===== config.mk =====
export PLATFORM = sky130hd
export DESIGN_NAME = adel_imem_ctrl
export DESIGN_NICKNAME = d
export VERILOG_FILES = /design/src/rtl/adel_imem_ctrl.sv
export SDC_FILE = /design/constraint.sdc
export NUM_CORES = 1
export LEC_CHECK = 0
export ABC_AREA = 1
export BUFFER_PORTS_ARGS = -buffer_cell sky130_fd_sc_hd__buf_2
export CORE_MARGIN = 10
export CORE_UTILIZATION = 37
export CTS_BUF_LIST = sky130_fd_sc_hd__clkbuf_16
export DETAILED_ROUTE_END_ITERATION = 8
export MAX_ROUTING_LAYER = met4
export PLACE_DENSITY = 0.78
export SLEW_MARGIN = 40
export SYNTH_ARGS = -nofsm -noshare
export SYNTH_HDL_FRONTEND = slang
export SYNTH_SLANG_ARGS = --single-unit

===== constraint.sdc =====
create_clock -name clk -period 1.4 [get_ports clk]
set_input_delay 0 -clock clk [delete_from_list [all_inputs] [get_ports clk]]
set_output_delay 0 -clock clk [all_outputs]
set_load 0.03 [all_outputs]

===== src/rtl/adel_imem_ctrl.sv =====
// adel_imem_ctrl: run controller and instruction-memory arbiter for the adel
// 16-bit core. One single-port sync-read SRAM is shared between the host
// loader (IDLE/HALT only) and core fetch (RUN_F). The core is driven through a
// registered active-low reset and a clock enable. Each instruction takes two
// cycles: RUN_F issues the read and RUN_E presents the word and retires it.
// Optional feature macro: RETIRE_CNT_EN adds a 32-bit retired-instruction
// counter on port retire_cnt.
module adel_imem_ctrl #(
    parameter int          DEPTH     = 256,
    parameter int          AW        = $clog2(DEPTH),
    parameter logic [15:0] HALT_WORD = 16'h0000
) (
    input  logic          clk,
    input  logic          rst,
    input  logic          ld_valid,
    output logic          ld_ready,
    input  logic [15:0]   ld_addr,
    input  logic [15:0]   ld_data,
    input  logic          start,
    input  logic          stop,
    input  logic          step,
    input  logic          clr,
    input  logic [15:0]   core_pc,
    output logic [15:0]   core_inst,
    output logic          core_ce,
    output logic          core_rst_n,
    output logic          mem_en,
    output logic          mem_we,
    output logic [AW-1:0] mem_addr,
    output logic [15:0]   mem_wdata,
    input  logic [15:0]   mem_rdata,
    output logic          running,
    output logic          halted,
`ifdef RETIRE_CNT_EN
    output logic [31:0]   retire_cnt,
`endif
    output logic          pc_fault
);

    typedef enum logic [1:0] {S_IDLE, S_RUN_F, S_RUN_E, S_HALT} state_t;

    // 17-bit compare so that a full 16-bit address can be tested against DEPTH
    localparam logic [16:0] DEPTH_W = 17'(DEPTH);

    state_t      r_state;
    logic        r_core_rst_n;
    logic        r_pc_fault;
    logic [15:0] r_inst;
    logic        r_stop_seen;   // stop arrived during the current RUN_F/RUN_E pair
    logic        r_one_shot;    // current pair was entered by step

    logic w_beat;
    logic w_wr;
    logic w_pc_ok;
    logic w_fetch;
    logic w_is_halt;
    logic w_retire;
    logic w_in_run_e;

    assign w_in_run_e = (r_state == S_RUN_E);
    assign ld_ready   = !rst && (r_state == S_IDLE || r_state == S_HALT);
    assign w_beat     = ld_valid && ld_ready;
    // out-of-range beats are still accepted, the write is just dropped
    assign w_wr       = w_beat && ({1'b0, ld_addr} < DEPTH_W);
    assign w_pc_ok    = ({1'b0, core_pc} < DEPTH_W);
    assign w_fetch    = (r_state == S_RUN_F) && w_pc_ok;
    assign w_is_halt  = (mem_rdata == HALT_WORD);
    // the halt word is never executed, so it produces no core edge
    assign w_retire   = w_in_run_e && !w_is_halt;

    // loader and fetch never overlap: ld_ready is low in both RUN states
    assign mem_en     = w_wr || w_fetch;
    assign mem_we     = w_wr;
    assign mem_addr   = w_wr ? ld_addr[AW-1:0] : core_pc[AW-1:0];
    assign mem_wdata  = ld_data;

    assign core_ce    = w_retire;
    assign core_inst  = w_in_run_e ? mem_rdata : r_inst;
    assign core_rst_n = r_core_rst_n;
    assign pc_fault   = r_pc_fault;
    assign running    = (r_state == S_RUN_F) || w_in_run_e;
    assign halted     = (r_state == S_HALT);

    // run-control state machine with registered core reset and fault flag
    always_ff @(posedge clk) begin
        if (rst) begin
            r_state      <= S_IDLE;
            r_core_rst_n <= 1'b0;
            r_pc_fault   <= 1'b0;
            r_inst       <= 16'h0000;
            r_stop_seen  <= 1'b0;
            r_one_shot   <= 1'b0;
        end else begin
            case (r_state)
                S_IDLE: begin
                    if (start) begin
                        r_state      <= S_RUN_F;
                        r_core_rst_n <= 1'b1;
                        r_stop_seen  <= 1'b0;
                        r_one_shot   <= 1'b0;
                    end
                end
                S_RUN_F: begin
                    if (stop) r_stop_seen <= 1'b1;
                    if (!w_pc_ok) begin
                        r_pc_fault <= 1'b1;
                        r_state    <= S_HALT;
                    end else begin
                        r_state    <= S_RUN_E;
                    end
                end
                S_RUN_E: begin
                    r_inst      <= mem_rdata;
                    r_stop_seen <= 1'b0;
                    r_one_shot  <= 1'b0;
                    if (w_is_halt || stop || r_stop_seen || r_one_shot)
                        r_state <= S_HALT;
                    else
                        r_state <= S_RUN_F;
                end
                S_HALT: begin
                    if (clr) begin
                        r_state      <= S_IDLE;
                        r_core_rst_n <= 1'b0;
                        r_pc_fault   <= 1'b0;
                        r_inst       <= 16'h0000;
                    end else if (start) begin
                        r_state     <= S_RUN_F;
                        r_stop_seen <= 1'b0;
                        r_one_shot  <= 1'b0;
                    end else if (step) begin
                        r_state     <= S_RUN_F;
                        r_stop_seen <= 1'b0;
                        r_one_shot  <= 1'b1;
                    end
                end
                default: r_state <= S_IDLE;
            endcase
        end
    end

`ifdef RETIRE_CNT_EN
    logic [31:0] r_retire_cnt;

    // count retired instructions; cleared with the core on rst or clr
    always_ff @(posedge clk) begin
        if (rst)
            r_retire_cnt <= 32'd0;
        else if (r_state == S_HALT && clr)
            r_retire_cnt <= 32'd0;
        else if (w_retire)
            r_retire_cnt <= r_retire_cnt + 32'd1;
    end

    assign retire_cnt = r_retire_cnt;
`endif

endmodule


==> summary.txt <==
Run status
  – Outcome: complete, but fails checks
  – Failing checks: setup timing

Logic synthesis
  – Synth area leader: dfxtp_1
  – Yosys top cell area share: between 20 and 30%
  – Synth area leaders: dfxtp_1 27%, nand2_1 22%, nand3_1 11%
  – Seq cells post-synth: 22
  – Cells after Synth: around 260
  – Post-synthesis sequential area ratio: between 20% and 30%
  – Net count after synthesis: roughly 330
  – Mapped Avg Cell Area: roughly 6.2 um^2
  – Syn. warnings: 0
  – Synth cell types: 24
  – Mapped cell area: about 1600 um^2

Global routing
  – Gr ovfl total: 0
  – Largest net degree at the start of global routing: 20
  – First-pass GRT wire length: about 8700 um
  – Vias in the first global route: 2005
  – Initial antenna violation count: 0
  – GR Util All Layers: 14.21%

Layout
  – Antenna fix cells: 0
  – Synth-to-Final Area Change: 60.09%
  – Filler instances: roughly 350
  – Final-stage net count: between 400 and 500
  – Layout cell share with drive strength beyond 1: 46.78%

Clock tree
  – Clock Pin Slew Worst Setup and Hold Paths: 60 ps
  – Root buf cell: clkbuf_16
  – H-tree levels: 1
  – Deepest clock path buffer count: 2
  – Total CTS buffers: 3
  – CTS tree: built
  – Number of clock sinks: 22
  – Clk_lat worst skew: 260 ps

Placed design
  – Detail Placement HPWL: 4042 um
  – Place WS: -55.61 ps
  – Placer Congestion: 0.8569
  – I/O Buffers: between 80 and 90

Timing
  – Post-route setup TNS: -2762 ps
  – Final hold violations: 0
  – Fin. max-slew vios: 0
  – Setup Viol. Count Final: 24
  – Final hold slack: 0.01321 ps
  – Slew headroom: between 70% and 80%
  – Setup ws final: -281.8 ps
  – Max Clock Skew: 6.423 ps
  – Post-layout min period: ~1700 ps
  – Tcrit/Tclk final: 120.1%
  – Worst slew pin tran: just over 300 ps
  – RSZ-0062 raised after global routing: yes
  – Peak Freq: between 500 and 600 MHz

Route
  – # DRC: 0
  – First-pass iteration count of the detailed router: 4
  – Detailed Route WL: 5323 um
  – DR WL/cell: about 14 um
  – Antenna Nets Post-Route: 0
  – Via Count: around 1900
  – DRT iter0 DRCs: between 100 and 150
  – Vias per cell: around 4.9

Power
  – NetSw: approximately 1.3 mW
  – PwrDens: between 1000 and 1500 nW/um^2
  – Switching power share of the total: between 30 and 40%
  – Peak VDD IR: ~0.56 mV
  – Clk pwr share: between 20% and 30%
  – Tot Pwr: roughly 3.3 mW
  – Leak: ~1.3 nW
  – Gate power share: around half
  – Seq pwr share: 23.7%
  – P_int: about 2 mW

Floorplan
  – Die height: between 80 and 90 um
  – Rows: 23
  – Initial core utilization: approximately two fifths
  – I/O pin total: around 120
  – Core area: between 4000 and 5000 um^2
  – Die X: 85.87 um
  – Die ar.: approximately 7400 um^2

Critical path
  – Worst-path fanout max: 6
  – Crit Path Category: reg2out
  – Crit path capture type: output pin
  – CP Data Required Time: roughly 1400 ps
  – Critical Path AT: 1680 ps
  – Worst setup SP type: flip-flop

Flow run
  – Max capacitance violation total: 0

Min path
  – Type of the most critical hold path: in2out
-- flip-flops by register name, summed over array words and instances (netlist names) --
signal / flops
r_inst: 16
r_state: 2
core_rst_n: 1
pc_fault: 1
r_one_shot: 1
r_stop_seen: 1
-- final cells by class --
cell class	instances	area [um^2]	share of cell area (%)
multi-input cells	196	1112	43.28
clock inverters	1	30.03	1.168
inverters	13	63.81	2.483
clock buffers	3	75.07	2.921
repair buffers	106	774.5	30.14
well taps	50	62.56	2.434
repair inverters	1	8.758	0.3408
flip-flops and latches	22	442.9	17.23
-- logic make-up after synthesis --
kind of cell             after synthesis  synth area share (%)
AO/OA/AOI/OAI                         23                 7.794
adder cells (fa/ha/maj)                5                 3.897
buffers and inverters                 40                 15.51
flip-flops                            22                 27.44
AND/OR/NAND/NOR                      167                 45.36
-- stage by stage --
stage / cells / utilization, % / area, um^2
after floorplan: 257 / - / 1717
after global placement: 381 / 52.05 / 2127
after detailed placement: 381 / 52.05 / 2127
after CTS: 390 / 61.05 / 2495
after global routing: 392 / 62.89 / 2570
final: 392 / 62.89 / 2570
-- critical path: stages (launching register included) --
cell and delay [ps]:
dfxtp_2 330, inv_2 50, ha_4 240, nor2_4 80, nand3b_1 120, nor2_4 150, nand2_4 120, clkinv_8 110
nand2_4 50, nand2_4 60, buf_6 120
-- worst paths after layout --
kind	cells past startpoint	slack, ps	end	startpoint
setup / recovery	10	-280	mem_addr[0]	r_state[0]$_SDFFE_PP0P_
hold / removal	0	0.01	mem_wdata[3]	ld_data[3]
setup reg to reg	9	60	r_state[0]$_SDFFE_PP0P_	r_state[0]$_SDFFE_PP0P_
hold reg to reg	2	450	r_stop_seen$_SDFFE_PP0P_	r_stop_seen$_SDFFE_PP0P_
-- cells in the mapped netlist --
library cell   n
a21oi_1       21
a221oi_2       1
buf_1          1
buf_2          6
buf_4         17
buf_6          3
clkinv_4       1
dfxtp_1       22
ha_1           5
inv_1          8
inv_2          4
nand2_1       94
nand2_2        3
nand2_4        1
nand3_1       35
nand3_2        2
nand3b_1       1
nand4_1        1
nor2_1        23
nor2_2         3
nor2_4         1
nor3_1         2
nor3_2         1
o21ai_1        1
-- metal layers --
metal,GRT usage (%),vias to the layer above,routed length [um]
met5,-,-,0
met4,4.940,0,59
met3,6.623,10,570
met2,23.33,76,2591
met1,14.61,861,2102
li1,-,979,-
-- placed cells by master (no fill, tap or decap), drive strengths merged --
cell,instances
dfxtp,22
buf,106
inv,12
clkinv,2
nand4,1
a221oi,1
ha,5
nand2,99
o21ai,1
nand3b,1
bufinv,1
nand3,37
a21oi,21
nor2,27
clkbuf,3
nor3,3
-- power groups by stage --
stage | Sequential, mW | Combinational [mW] | Clock, mW
2_1_floorplan | 0.809 | 1.03 | 0
3_3_place_gp | 0.782 | 1.36 | 0
3_5_place_dp | 0.787 | 1.37 | 0
4_1_cts | 0.773 | 1.61 | 0.810
5_1_grt | 0.785 | 1.83 | 0.841
6_report | 0.773 | 1.68 | 0.800
-- repair_timing --
| action | 4_1_cts | 5_1_grt |
|---|---|---|
| setup endpoints to repair | 27 | 45 |
| gates resized for setup | 66 | 14 |
| hold buffers | 0 | 0 |
| pin swaps | 5 | 11 |
| buffers inserted | 3 | 2 |
| gates cloned | 2 | 0 |
Power figures use the tool's default switching activity.
